<file path="config.mk">
export PLATFORM = sky130hd
export DESIGN_NAME = mem_loader
export DESIGN_NICKNAME = d
export VERILOG_FILES = /design/src/rtl/loader_pkg.sv /design/src/rtl/byte_packer.sv /design/src/rtl/mem_loader.sv
export SDC_FILE = /design/constraint.sdc
export NUM_CORES = 1
export LEC_CHECK = 0
export CELL_PAD_IN_SITES_DETAIL_PLACEMENT = 1
export CELL_PAD_IN_SITES_GLOBAL_PLACEMENT = 1
export CORE_MARGIN = 2
export CORE_UTILIZATION = 40
export DETAILED_ROUTE_END_ITERATION = 12
export PLACE_DENSITY = 0.88
export SLEW_MARGIN = 20
export SYNTH_ARGS = -nofsm -noshare
export SYNTH_HDL_FRONTEND = slang
export SYNTH_SLANG_ARGS = --single-unit
</file>
<file path="constraint.sdc">
create_clock -name clk -period 2.8 [get_ports clk]
set_clock_uncertainty 0.05 [all_clocks]
set_input_delay 0.56 -clock clk [delete_from_list [all_inputs] [get_ports clk]]
set_output_delay 0.56 -clock clk [all_outputs]
set_load 0.1 [all_outputs]
</file>
<file path="src/rtl/loader_pkg.sv">
`default_nettype none
// ============================================================================
//  Module      : loader_pkg
//  Description : Shared definitions for the memory loader. Holds the status
//                encodings seen by the core/selector and the loader FSM state
//                enumeration.
//  Revision    : 1.0 - initial release
// ============================================================================
package loader_pkg;

    // Core/selector mode reported on the status port
    localparam logic [1:0] c_STATUS_IDLE = 2'b00;
    localparam logic [1:0] c_STATUS_LOAD = 2'b01;
    localparam logic [1:0] c_STATUS_RUN  = 2'b10;
    localparam logic [1:0] c_STATUS_DUMP = 2'b11;

    // Loader FSM states
    typedef enum logic [3:0] {
        IDLE    = 4'd0,
        LOAD_LO = 4'd1,
        LOAD_HI = 4'd2,
        WRITE   = 4'd3,
        RUN     = 4'd4,
        DUMP_RD = 4'd5,
        DUMP_LO = 4'd6,
        DUMP_HI = 4'd7,
        FINISH  = 4'd8
    } state_t;

endpackage
`default_nettype wire

</file>
<file path="src/rtl/byte_packer.sv">
`default_nettype none
// ============================================================================
//  Module      : byte_packer
//  Description : Byte <-> 16-bit word conversion (little-endian). Assembles a
//                word from low/high byte strobes, or captures a whole word
//                and presents its low or high byte.
//  Ports       : clk, rst          - clock, async active-high reset
//                i_byte            - incoming byte
//                i_load_lo/hi      - latch i_byte into the low/high half
//                i_word/i_load_word- capture a whole word (takes priority)
//                i_sel_hi          - select high byte on o_byte
//                o_word            - held word
//                o_byte            - selected byte of the held word
//  Revision    : 1.0 - initial release
// ============================================================================
module byte_packer (
    input  logic        clk,
    input  logic        rst,
    input  logic [7:0]  i_byte,
    input  logic        i_load_lo,
    input  logic        i_load_hi,
    input  logic [15:0] i_word,
    input  logic        i_load_word,
    input  logic        i_sel_hi,
    output logic [15:0] o_word,
    output logic [7:0]  o_byte
);

    logic [15:0] r_word;

    always_ff @(posedge clk or posedge rst) begin
        if (rst) begin
            r_word <= 16'h0000;
        end else if (i_load_word) begin
            r_word <= i_word;
        end else begin
            if (i_load_lo) r_word[7:0]  <= i_byte;
            if (i_load_hi) r_word[15:8] <= i_byte;
        end
    end

    assign o_word = r_word;
    assign o_byte = i_sel_hi ? r_word[15:8] : r_word[7:0];

endmodule
`default_nettype wire

</file>
<file path="src/rtl/mem_loader.sv">
`default_nettype none
// ============================================================================
//  Module      : mem_loader
//  Description : Loads N_WORDS little-endian 16-bit words from a serial byte
//                stream into data memory, lets the cores run until
//                end_process, then (optionally) dumps the memory back out
//                byte by byte and pulses done.
//  Config      : MEM_LOADER_DUMP_EN - when defined, the dump phase is built;
//                otherwise RUN goes straight to FINISH and tx_* stay 0.
//  Ports       : clk, rst (async, active-high)
//                start                - begin a sequence (IDLE only)
//                rx_data/rx_valid     - incoming bytes
//                end_process          - cores finished (RUN only)
//                com_data_out         - memory read data (1-cycle latency)
//                tx_ready             - transmitter accepts a byte
//                status               - IDLE/LOAD/RUN/DUMP mode
//                com_data_in/com_addr/com_wr_en - memory write/read port
//                tx_data/tx_valid     - outgoing bytes
//                done                 - one-cycle end-of-sequence pulse
//  Revision    : 1.0 - initial release
// ============================================================================
module mem_loader
    import loader_pkg::*;
#(
    parameter logic [15:0] N_WORDS   = 16'd256,
    parameter logic [15:0] BASE_ADDR = 16'd0
) (
    input  logic        clk,
    input  logic        rst,
    input  logic        start,
    input  logic [7:0]  rx_data,
    input  logic        rx_valid,
    input  logic        end_process,
    input  logic [15:0] com_data_out,
    input  logic        tx_ready,
    output logic [1:0]  status,
    output logic [15:0] com_data_in,
    output logic [15:0] com_addr,
    output logic        com_wr_en,
    output logic [7:0]  tx_data,
    output logic        tx_valid,
    output logic        done
);

    localparam logic [15:0] c_LAST_INDEX = N_WORDS - 16'd1;

    state_t      r_state;
    logic [1:0]  r_status;
    logic [15:0] r_addr;
    logic        r_wr_en;
    logic        r_tx_valid;
    logic        r_done;
    logic [15:0] r_index;

    logic        w_more;
    logic        w_load_lo;
    logic        w_load_hi;
    logic        w_load_word;
    logic        w_sel_hi;
    logic [15:0] w_word;
    logic [7:0]  w_byte;

    assign w_more    = (r_index < c_LAST_INDEX);
    assign w_load_lo = (r_state == LOAD_LO) && rx_valid;
    assign w_load_hi = (r_state == LOAD_HI) && rx_valid;

`ifdef MEM_LOADER_DUMP_EN
    // The read issued in DUMP_RD returns while in DUMP_LO; capture it on the
    // first DUMP_LO cycle, which is the one where tx_valid is still low.
    assign w_load_word = (r_state == DUMP_LO) && !r_tx_valid;
    assign w_sel_hi    = (r_state == DUMP_HI);
`else
    assign w_load_word = 1'b0;
    assign w_sel_hi    = 1'b0;
`endif

    byte_packer u_packer (
        .clk         (clk),
        .rst         (rst),
        .i_byte      (rx_data),
        .i_load_lo   (w_load_lo),
        .i_load_hi   (w_load_hi),
        .i_word      (com_data_out),
        .i_load_word (w_load_word),
        .i_sel_hi    (w_sel_hi),
        .o_word      (w_word),
        .o_byte      (w_byte)
    );

    always_ff @(posedge clk or posedge rst) begin
        if (rst) begin
            r_state    <= IDLE;
            r_status   <= c_STATUS_IDLE;
            r_addr     <= 16'h0000;
            r_wr_en    <= 1'b0;
            r_tx_valid <= 1'b0;
            r_done     <= 1'b0;
            r_index    <= 16'h0000;
        end else begin
            r_wr_en <= 1'b0;
            r_done  <= 1'b0;
            case (r_state)
                IDLE: begin
                    if (start) begin
                        r_state  <= LOAD_LO;
                        r_status <= c_STATUS_LOAD;
                        r_index  <= 16'h0000;
                    end
                end
                LOAD_LO: begin
                    if (rx_valid) r_state <= LOAD_HI;
                end
                LOAD_HI: begin
                    // Write strobe and address are registered here so they
                    // are valid for exactly the one WRITE cycle.
                    if (rx_valid) begin
                        r_state <= WRITE;
                        r_wr_en <= 1'b1;
                        r_addr  <= BASE_ADDR + r_index;
                    end
                end
                WRITE: begin
                    if (w_more) begin
                        r_index <= r_index + 16'd1;
                        r_state <= LOAD_LO;
                    end else begin
                        r_state  <= RUN;
                        r_status <= c_STATUS_RUN;
                    end
                end
                RUN: begin
                    if (end_process) begin
`ifdef MEM_LOADER_DUMP_EN
                        r_state  <= DUMP_RD;
                        r_status <= c_STATUS_DUMP;
                        r_index  <= 16'h0000;
                        r_addr   <= BASE_ADDR;
`else
                        r_state  <= FINISH;
                        r_status <= c_STATUS_IDLE;
                        r_done   <= 1'b1;
`endif
                    end
                end
`ifdef MEM_LOADER_DUMP_EN
                DUMP_RD: begin
                    r_state <= DUMP_LO;
                end
                DUMP_LO: begin
                    // tx_valid stays high across the LO->HI handoff; the
                    // byte mux switches to the high byte with the state.
                    if (!r_tx_valid) begin
                        r_tx_valid <= 1'b1;
                    end else if (tx_ready) begin
                        r_state <= DUMP_HI;
                    end
                end
                DUMP_HI: begin
                    if (tx_ready) begin
                        r_tx_valid <= 1'b0;
                        if (w_more) begin
                            r_index <= r_index + 16'd1;
                            r_addr  <= BASE_ADDR + r_index + 16'd1;
                            r_state <= DUMP_RD;
                        end else begin
                            r_state  <= FINISH;
                            r_status <= c_STATUS_IDLE;
                            r_done   <= 1'b1;
                        end
                    end
                end
`endif
                FINISH: begin
                    r_state <= IDLE;
                end
                default: begin
                    r_state  <= IDLE;
                    r_status <= c_STATUS_IDLE;
                end
            endcase
        end
    end

    assign status      = r_status;
    assign com_addr    = r_addr;
    assign com_wr_en   = r_wr_en;
    assign com_data_in = w_word;
    assign done        = r_done;
    assign tx_valid    = r_tx_valid;

`ifdef MEM_LOADER_DUMP_EN
    assign tx_data = r_tx_valid ? w_byte : 8'h00;
`else
    assign tx_data = 8'h00;
    logic w_unused;
    assign w_unused = &{1'b0, tx_ready, w_byte};
`endif

endmodule
`default_nettype wire

</file>
==> results.sh, run 1 <==
export IMPL_min_delay_worst_endpoint="u_packer.o_word[14]$_DFFE_PP0P_"
export IMPL_grt_max_degree=28
export IMPL_postCtsResizedCells=0
export IMPL_post_synth_mux_area_share_pct=15.0
export IMPL_slew_headroom_pct=59.1
export IMPL_drt_drc_violations_left=0
export IMPL_syn_area_per_cell_um2=12.4
export IMPL_post_synth_top_flop="dfrtp_1"
export IMPL_synth_cell_type_count=47
export IMPL_clock_tree_htree_level_count=2
export IMPL_unrepaired_setup_endpoints_after_global_routing="no"
export IMPL_wire_length_of_the_first_global_routing_pass_um=9810
export IMPL_combinational_family_with_the_most_area_after_synthesis="simple AND/OR/NAND/NOR gates"
export IMPL_timing_final_crit_period_ns=2.09
export IMPL_hp_class="register to register"
export IMPL_syn_cell_area_um2=2660
export IMPL_gp_congestion=0.760
export IMPL_slowest_stage="clkdlybuf4s50_1"
export IMPL_most_frequent_cell_after_synthesis="dfrtp_1"
export IMPL_grt_remaining_overflow=0
export IMPL_worst_endpoint_required_ns=2.98
export IMPL_cts_path_max_buffers=2
export IMPL_tritoncts="done"
export IMPL_synthSimpleGateAreaFrac_pct=15.0
export IMPL_cts_hold_buf=0
export IMPL_totalNegativeSetupSlack_ns=0
export IMPL_critical_path_reg2reg_endpoint="r_index[6]$_DFFE_PP0P_"
export IMPL_initial_antenna_violation_count=0
export IMPL_placed_cell_area_um2=3070
export IMPL_power_leakage_nw=1.46
export IMPL_critPathMaxFanout=11
export IMPL_worstPathCellList="clkdlybuf4s50_1, nor3b_2, o21ai_2, a2111oi_2, mux2i_1"
export IMPL_ioPinCount=75
export IMPL_buffer_ports_inserted=48
export IMPL_cell_count_of_the_worst_hold_path=1
export IMPL_maxSlewViolCount=0
export IMPL_wire_per_inst_um=17.1
export IMPL_totalWireLength_um=5780
export IMPL_xor_xnor_share_of_the_synthesized_area_pct=0
export IMPL_status="finished, final reports clean"
export IMPL_core_area_um2=6390
export IMPL_max_capacitance_violation_count=0
export IMPL_synth_enable_flop_cells=0
export IMPL_timing_worst_setup_path_type="primary input to register"
export IMPL_setup_viol=0
export IMPL_clock_sinks=56
export IMPL_total_die_area_um2=7320
export IMPL_hold_violations=0
export IMPL_gr_usage_all_layers_pct=16.9
export IMPL_final_design_utilization_pct=50.0
export IMPL_netlist_top_cells_count="56 x dfrtp_1, 22 x mux2_2, 14 x nand2_1"
export IMPL_insertedDiodeCount=0
export IMPL_netlist_top_cells_area="dfrtp_1 53%, mux2_2 9.3%, mux2_1 3.4%, buf_4 3.1%, mux2i_1 2.3%"
export IMPL_worst_setup_end_kind="register"
export IMPL_numCtsBuffers=5
export IMPL_final_worst_path_cycle_share_pct=74.8
export IMPL_synth_compound_area_share_pct=10.5
export IMPL_root_buffer_cell="clkbuf_8"
export IMPL_clkSlewWorstSetupHoldPaths_ns=0.10
export IMPL_p_r_area_growth_vs_syn_pct=20.0
export IMPL_power_ir_vdd_worst_mv=0.973
export IMPL_yosysTopAreaCell="dfrtp_1"
export IMPL_clock_latency_ns=0.31
export IMPL_firstDrtPassIters=4
export IMPL_worst_r2r_cell_count=4
export IMPL_num_fill_cells=669
export IMPL_rows=29
export IMPL_max_clock_freq_mhz=478
export IMPL_layout_nets=292
export IMPL_worstSetupStartpointType="primary input"
export IMPL_place_hpwl_um=4240
export IMPL_hold_path_startpoint="u_packer.o_word[14]$_DFFE_PP0P_"
export IMPL_tightest_pin_transition_ns=0.613
export IMPL_cpLargestDelayFamily="compound AO/OA/AOI/OAI gates"
export IMPL_via_count=1805
export IMPL_cp_arrival_ns=2.27
export IMPL_synth_seq_cells=56
export IMPL_dr_first_iter_drc_count=51
export IMPL_antenna_left=0
export IMPL_synthesis_instances=215
export IMPL_synth_top_area_share_pct=52.7
export IMPL_dieWidth_um=85.6
export IMPL_cts_post_setup_buffers_inserted=0
export IMPL_vias_in_the_first_global_route=1970
export IMPL_start_of_the_worst_register_to_register_path="r_state[2]$_DFFE_PP0P_"
export IMPL_stdcell_area_um2=3190
export IMPL_async_reset_ff_share_pct=100
export IMPL_synthAdderAreaFrac_pct=0.470
export IMPL_max_stage_delay_ns=0.50
export IMPL_cp_num_buf_inv=1
export IMPL_powerDensity_nw_per_um2=1130
export IMPL_yosysSeqAreaShare_pct=52.7
export IMPL_final_layout_size_suffix_gt1_share_pct=33.3
export IMPL_die_height_um=85.6
export IMPL_floorplan_initialDensity_pct=41.7
export IMPL_worst_r2r_setup_slack_ns=0.73
export IMPL_synth_warnings=1
export IMPL_post_drt_via_cell_ratio=5.34
layout by cell type (no fill, tap or decap), types with 3 or more instances in the layout:
cell type	synthesis	routed
a2111oi_2	3	3
a211oi_1	3	3
a211oi_2	3	3
a21oi_1	4	4
and2_1	6	6
buf_4	11	40
clkbuf_8	0	5
clkdlybuf4s50_1	0	12
conb_1	1	9
dfrtp_1	56	56
inv_1	6	5
mux2_1	8	8
mux2_2	22	22
mux2i_1	6	6
nand2_1	14	14
nand2b_1	6	6
nand3_1	6	6
nand4_1	3	3
nor2_1	7	7
nor3b_1	4	4
o21a_1	4	4
o21ai_0	4	4
worst max path at each step:
stage               slack (ns)                    from                       to  depth (start not counted)
floorplan                 0.82                     rst  com_addr[0]$_DFFE_PP0P_                          1
global placement          0.45                   start   r_index[6]$_DFFE_PP0P_                          5
detailed placement        0.35                   start   r_index[6]$_DFFE_PP0P_                          5
CTS                       0.66                   start   r_index[6]$_DFFE_PP0P_                          5
global route              0.51  r_state[2]$_DFFE_PP0P_   r_index[6]$_DFFE_PP0P_                          4
finish                    0.71                   start   r_index[6]$_DFFE_PP0P_                          5
power breakdown:
part	leakage, nW	switching, W	internal (W)
combinational	0.660	0.00146	0.000413
sequential	0.737	0.000145	0.000979
clock	0.0642	0.000253	0.000352
total	1.46	0.00186	0.00174
worst register-to-register path, delay by kind of cell, from the launching register on:
family / cells / cell delay, ns
AOI/OAI and AO/OA: 2 / 0.77
DFF: 1 / 0.48
and+or+nand+nor: 1 / 0.46
muxes: 1 / 0.24
state kept, by name, summed over array words and instances, names as in the netlist:
register,flops
done,1
u_packer.o_word,16
status,2
com_addr,16
r_index,16
r_state,4
com_wr_en,1
through the flow:
step	setup slack, ns	hold WS, ns	std cells	total power [W]
finish	0.706	0.449	338	0.00360
CTS	0.660	0.457	338	0.00364
detailed placement	0.350	0.434	331	0.00303
global placement	0.446	0.418	331	0.00297
global route	0.506	0.490	338	0.00376
floorplan	0.819	0.482	223	0.00265
final cells by class:
cell class | count | area, um^2 | share of cell area (%)
flip-flops and latches | 56 | 1400 | 43.9
multi-input cells | 140 | 1120 | 35.2
repair buffers | 52 | 420 | 13.2
well taps | 77 | 96.3 | 3.02
clock buffers | 5 | 68.8 | 2.15
clock inverters | 2 | 60.1 | 1.88
inverters | 6 | 22.5 | 0.705
logic make-up after synthesis:
group	after synthesis
mux	36
flops	56
simple gates	62
buf+inv	27
compound gates	32
fa+ha+maj	1
other cells	1
per-layer routing:
| layer | vias to the layer above | wire [um] | track usage, % |
|---|---|---|---|
| li1 | 835 | - | - |
| met1 | 927 | 2350 | 20.2 |
| met2 | 37 | 3110 | 30.7 |
| met3 | 6 | 239 | 3.46 |
| met4 | 0 | 80 | 5.34 |
| met5 | - | 0 | 0 |
No activity file was read; power rests on OpenSTA's default activity.
==> run 2, diff against run 1 <==
CORE_UTILIZATION = 34   (was 40)
PLACE_DENSITY = 0.8   (was 0.88)
clock period = 1.7 ns   (was 2.8 ns; I/O delays follow)
==> results.sh, run 2 (same netlist as run 1, synthesis figures left out) <==
export IMPL_grt_remaining_overflow=0
export IMPL_antenna_left=0
export IMPL_power_ir_vdd_worst_mv=0.724
export IMPL_powerDensity_nw_per_um2=1670
export IMPL_tritoncts="done"
export IMPL_final_worst_path_cycle_share_pct=105
export IMPL_p_seq_share_pct=28.5
export IMPL_combined_area_of_the_multi_input_logic_cells_um2=1220
export IMPL_final_layout_size_suffix_gt1_share_pct=45.2
export IMPL_insertedDiodeCount=0
export IMPL_layout_cells_most_common_list="52 x dfrtp_1, 38 x buf_12, 38 x buf_4, 22 x mux2_2, 14 x nand2_1"
export IMPL_post_layout_nonfiller_instances=405
export IMPL_max_capacitance_violation_count=0
export IMPL_worst_endpoint_required_ns=1.91
export IMPL_floorplan_initialDensity_pct=34.8
export IMPL_net_switching_power_w=0.00338
export IMPL_p_comb_share_pct=60.3
export IMPL_wire_per_inst_um=18.0
export IMPL_drt_drc_violations_left=0
export IMPL_totalWireLength_um=7280
export IMPL_dr_first_iter_drc_count=60
export IMPL_timing_final_crit_period_ns=1.78
export IMPL_placedCellCount=386
export IMPL_clock_sinks=56
export IMPL_critPathMaxFanout=6
export IMPL_gp_congestion=0.805
export IMPL_slowest_stage="dfrtp_1"
export IMPL_post_placement_setup_slack_ns=-0.455
export IMPL_critical_path_reg2reg_endpoint="r_index[11]$_DFFE_PP0P_"
export IMPL_post_layout_total_power_w=0.00682
export IMPL_post_drt_via_cell_ratio=5.02
export IMPL_via_count=2034
export IMPL_core_area_um2=7650
export IMPL_worst_r2r_cell_count=6
export IMPL_initial_antenna_violation_count=0
export IMPL_p_r_area_growth_vs_syn_pct=53.5
export IMPL_vias_in_the_first_global_route=2260
export IMPL_hold_violations=0
export IMPL_setup_viol=7
export IMPL_layout_nets=333
export IMPL_rows=32
export IMPL_worst_r2r_setup_slack_ns=-0.08
export IMPL_regArea_um2=1410
export IMPL_maxSlewViolCount=0
export IMPL_layout_commonest_cell="dfrtp_1"
export IMPL_finalWorstSetupSlack_ns=-0.0779
export IMPL_power_switching_share_pct=49.5
export IMPL_cts_hold_buf=0
export IMPL_power_leakage_nw=1.79
export IMPL_worstSetupStartpointType="register"
export IMPL_max_clock_freq_mhz=562
export IMPL_ioPinCount=75
export IMPL_violations_in_the_final_reports="negative setup slack"
export IMPL_buffer_ports_inserted=48
export IMPL_numCtsBuffers=5
export IMPL_timing_worst_setup_path_type="register to register"
export IMPL_worst_setup_end_kind="register"
export IMPL_timing_critical_path_mode_cell="buf_4"
export IMPL_start_of_the_worst_register_to_register_path="r_index[12]$_DFFE_PP0P_"
export IMPL_place_hpwl_um=4930
export IMPL_root_buffer_cell="clkbuf_8"
export IMPL_firstDrtPassIters=4
export IMPL_cts_path_max_buffers=2
export IMPL_dieWidth_um=92.5
export IMPL_grt_max_degree=57
export IMPL_clkPwrFrac_pct=11.2
export IMPL_worstPathCellList="nor4_4, buf_4, o211ai_4, buf_4, a2111oi_4, o21a_1"
export IMPL_cellInternalPower_w=0.00344
export IMPL_wire_length_of_the_first_global_routing_pass_um=11800
export IMPL_clkSlewWorstSetupHoldPaths_ns=0.10
export IMPL_num_fill_cells=791
export IMPL_clock_tree_htree_level_count=2
export IMPL_unrepaired_setup_endpoints_after_global_routing="yes"
export IMPL_hp_class="primary input to asynchronous set/reset pin"
export IMPL_status="complete, but fails checks"
export IMPL_cp_arrival_ns=1.99
export IMPL_gr_usage_all_layers_pct=17.6
export IMPL_total_die_area_um2=8550
export IMPL_clock_latency_ns=0.31
export IMPL_die_height_um=92.5
export IMPL_max_stage_delay_ns=0.44
-- run 2: cell types whose count changed in the layout (fill, tap and decap cells not counted), sizes merged --
cell           delta
o211ai            +1
dlygate4sd2       +1
buf              +40
inv               -1
clkbuf            +2
clkdlybuf4s50     -1
bufinv            -2
clkinvlp          +2
-- run 2: cell type report --
| cell class | instances | share of cell area, % |
|---|---|---|
| clock inverters | 1 | 0.184 |
| well taps | 102 | 3.12 |
| multi-input cells | 141 | 29.9 |
| repair buffers | 92 | 29.6 |
| inverters | 6 | 0.643 |
| flip-flops and latches | 56 | 34.4 |
| clock buffers | 7 | 2.11 |
-- run 2: worst max-delay path by stage --
stage / cells past startpoint / end / slack, ns / from
finish: 6 / r_index[11]$_DFFE_PP0P_ / -0.08 / r_index[12]$_DFFE_PP0P_
global route: 6 / r_index[11]$_DFFE_PP0P_ / -0.15 / r_index[12]$_DFFE_PP0P_
CTS: 6 / r_index[11]$_DFFE_PP0P_ / -0.04 / r_index[15]$_DFFE_PP0P_
detailed placement: 5 / r_index[6]$_DFFE_PP0P_ / -0.45 / start
global placement: 5 / r_index[7]$_DFFE_PP0P_ / -0.34 / start
floorplan: 5 / status[0]$_DFFE_PP0P_ / 0.06 / r_index[0]$_DFFE_PP0P_
-- run 2: critical path, delay by kind of cell, from the launching register on --
family                 cells  cell delay (ns)
AOI/OAI and AO/OA          3             0.57
buffers and inverters      2             0.37
DFF                        1             0.44
and+or+nand+nor            1             0.29
-- run 2: metal layers --
metal | part of all wire, % | global-route usage, % | up-vias
met1 | 39 | 20.5 | 1049
met4 | 1.8 | 3.73 | 0
met5 | 0 | 0 | -
met2 | 55 | 33.3 | 49
met3 | 3.8 | 3.66 | 12
li1 | - | - | 924
-- run 2: per-stage QoR --
| step | TNS, ns | area (um^2) | utilization [%] | hold WS, ns |
|---|---|---|---|---|
| global route | -0.949 | 4090 | 53.4 | 0.449 |
| detailed placement | -4.97 | 3800 | 49.7 | 0.503 |
| floorplan | 0 | 2700 | - | 0.370 |
| global placement | -3.30 | 3800 | 49.7 | 0.480 |
| finish | -0.321 | 4090 | 53.4 | 0.393 |
| CTS | -0.134 | 4000 | 52.3 | 0.432 |
-- run 2: power groups by stage --
| stage | Combinational, W | Sequential [W] | Clock, W |
|---|---|---|---|
| after floorplan | 0.000854 | 0.00352 | 0 |
| after global placement | 0.00389 | 0.00192 | 0 |
| after detailed placement | 0.00399 | 0.00196 | 0 |
| after CTS | 0.00409 | 0.00194 | 0.000792 |
| after global routing | 0.00426 | 0.00198 | 0.000843 |
| final | 0.00411 | 0.00194 | 0.000767 |
-- run 2: timing repair --
item	4_1_cts	5_1_grt
gates resized for setup	9	13
pin swaps	5	9
cloned	1	0
setup buffers	5	5
setup endpoints to repair	13	32
==> run 3, diff against run 2 <==
CORE_MARGIN = not set   (was 2)
PLACE_DENSITY = 0.84   (was 0.8)
==> results.sh, run 3 (same netlist as run 1, synthesis figures left out) <==
export IMPL_layout_cells_most_common_list="55 x dfrtp_1, 40 x buf_12, 39 x buf_4, 22 x mux2_2, 14 x nand2_1"
export IMPL_cts_hold_buf=0
export IMPL_placed_cell_area_um2=3820
export IMPL_final_layout_size_suffix_gt1_share_pct=46.7
export IMPL_rows=31
export IMPL_max_clock_freq_mhz=555
export IMPL_setup_viol=10
export IMPL_layout_commonest_cell="dfrtp_1"
export IMPL_p_comb_share_pct=60.1
export IMPL_gr_usage_all_layers_pct=19.2
export IMPL_worstSetupStartpointType="register"
export IMPL_power_leakage_nw=1.85
export IMPL_clock_sinks=56
export IMPL_maxSlewViolCount=0
export IMPL_vias_in_the_first_global_route=2308
export IMPL_initial_antenna_violation_count=0
export IMPL_gp_congestion=0.821
export IMPL_placedCellCount=384
export IMPL_status="complete, but fails checks"
export IMPL_drt_drc_violations_left=0
export IMPL_wire_per_inst_um=18.2
export IMPL_total_die_area_um2=8180
export IMPL_worst_setup_end_kind="register"
export IMPL_p_seq_share_pct=27.2
export IMPL_worstPathCellList="nor4_4, buf_4, buf_12, o211ai_4, or3_4, a21oi_2"
export IMPL_clkSlewWorstSetupHoldPaths_ns=0.11
export IMPL_numCtsBuffers=5
export IMPL_clock_tree_htree_level_count=2
export IMPL_clock_latency_ns=0.32
export IMPL_worst_endpoint_required_ns=1.90
export IMPL_via_count=2043
export IMPL_hp_class="primary input to asynchronous set/reset pin"
export IMPL_stdcell_area_um2=4200
export IMPL_dr_first_iter_drc_count=49
export IMPL_finalWorstSetupSlack_ns=-0.103
export IMPL_place_hpwl_um=4970
export IMPL_cp_arrival_ns=2.01
export IMPL_num_fill_cells=735
export IMPL_clkPwrFrac_pct=12.8
export IMPL_net_switching_power_w=0.00349
export IMPL_max_stage_delay_ns=0.43
export IMPL_insertedDiodeCount=0
export IMPL_post_drt_via_cell_ratio=5.04
export IMPL_buffer_ports_inserted=48
export IMPL_p_r_area_growth_vs_syn_pct=57.9
export IMPL_max_capacitance_violation_count=0
export IMPL_final_worst_path_cycle_share_pct=106
export IMPL_firstDrtPassIters=4
export IMPL_grt_remaining_overflow=0
export IMPL_root_buffer_cell="clkbuf_8"
export IMPL_slowest_stage="dfrtp_1"
export IMPL_wire_length_of_the_first_global_routing_pass_um=12200
export IMPL_hold_violations=0
export IMPL_dieWidth_um=90.5
export IMPL_antenna_left=0
export IMPL_cellInternalPower_w=0.00366
export IMPL_timing_final_crit_period_ns=1.80
export IMPL_grt_max_degree=57
export IMPL_core_area_um2=7410
export IMPL_critPathMaxFanout=5
export IMPL_totalWireLength_um=7390
export IMPL_tritoncts="done"
export IMPL_unrepaired_setup_endpoints_after_global_routing="yes"
export IMPL_power_switching_share_pct=48.8
export IMPL_timing_worst_setup_path_type="register to register"
export IMPL_cts_path_max_buffers=2
export IMPL_die_height_um=90.5
export IMPL_layout_nets=336
export IMPL_ioPinCount=75
export IMPL_power_ir_vdd_worst_mv=0.576
export IMPL_powerDensity_nw_per_um2=1700
export IMPL_violations_in_the_final_reports="negative setup slack"
export IMPL_floorplan_initialDensity_pct=35.9
export IMPL_post_layout_nonfiller_instances=405
[run 3: final cells by class]
type / instances / area, um^2 / share of cell area [%]
Clock buffer: 5 / 68.8 / 1.64
Clock inverter: 3 / 47.5 / 1.13
Inverter: 6 / 26.3 / 0.625
Multi-Input combinational cell: 141 / 1270 / 30.3
Sequential cell: 56 / 1400 / 33.4
Tap cell: 99 / 124 / 2.95
Timing Repair Buffer: 95 / 1260 / 30.0
[run 3: power by group through the flow]
stage,combinational (W),clock [W],sequential [W]
after global placement,0.00394,0,0.00191
final,0.00430,0.000912,0.00194
after detailed placement,0.00406,0,0.00195
after floorplan,0.000854,0,0.00352
after CTS,0.00413,0.000944,0.00193
after global routing,0.00445,0.000993,0.00197
[run 3: path summary, 6_finish.rpt]
kind                                         startpoint                  endpoint  slack [ns]  depth (start not counted)
min in group clk                com_addr[1]$_DFFE_PP0P_   com_addr[1]$_DFFE_PP0P_        0.50                          2
worst min-delay path                                rst   com_addr[4]$_DFFE_PP0P_        0.38                          3
max in group asynchronous                           rst  com_addr[12]$_DFFE_PP0P_        0.97                          3
worst max-delay path            r_index[15]$_DFFE_PP0P_    r_index[0]$_DFFE_PP0P_       -0.10                          6
worst max register to register  r_index[15]$_DFFE_PP0P_    r_index[0]$_DFFE_PP0P_       -0.10                          6
worst min register to register  com_addr[1]$_DFFE_PP0P_   com_addr[1]$_DFFE_PP0P_        0.50                          2
[run 3: worst max-delay path: cells and delay by family (launching register included)]
family,cells,cell delay [ns]
compound gates,2,0.26
simple gates,2,0.69
buf+inv,2,0.30
flops,1,0.43
[run 3: per-layer routing]
| layer | track usage, % | vias up | share of wire (%) |
|---|---|---|---|
| met1 | 21.2 | 1050 | 38 |
| li1 | - | 927 | - |
| met5 | 0 | - | 0 |
| met3 | 2.95 | 16 | 2.7 |
| met4 | 9.27 | 0 | 3.2 |
| met2 | 35.4 | 50 | 56 |
[run 3: repair_timing]
action	in CTS	in global routing
endpoints found under the setup margin	14	26
resized for setup	8	19
setup buffers	5	7
gates cloned	1	0
pin swaps	3	10
[run 3: metrics by stage]
stage | TNS (ns) | hold slack (ns) | setup WS (ns) | total power (W) | util, %
3_3_place_gp | -3.77 | 0.466 | -0.338 | 0.00586 | 51.5
3_5_place_dp | -5.13 | 0.476 | -0.467 | 0.00601 | 51.5
6_report | -0.598 | 0.380 | -0.103 | 0.00715 | 56.7
5_1_grt | -1.65 | 0.414 | -0.181 | 0.00742 | 56.7
2_1_floorplan | 0 | 0.370 | 0.0590 | 0.00437 | -
4_1_cts | -0.398 | 0.389 | -0.0699 | 0.00701 | 54.4
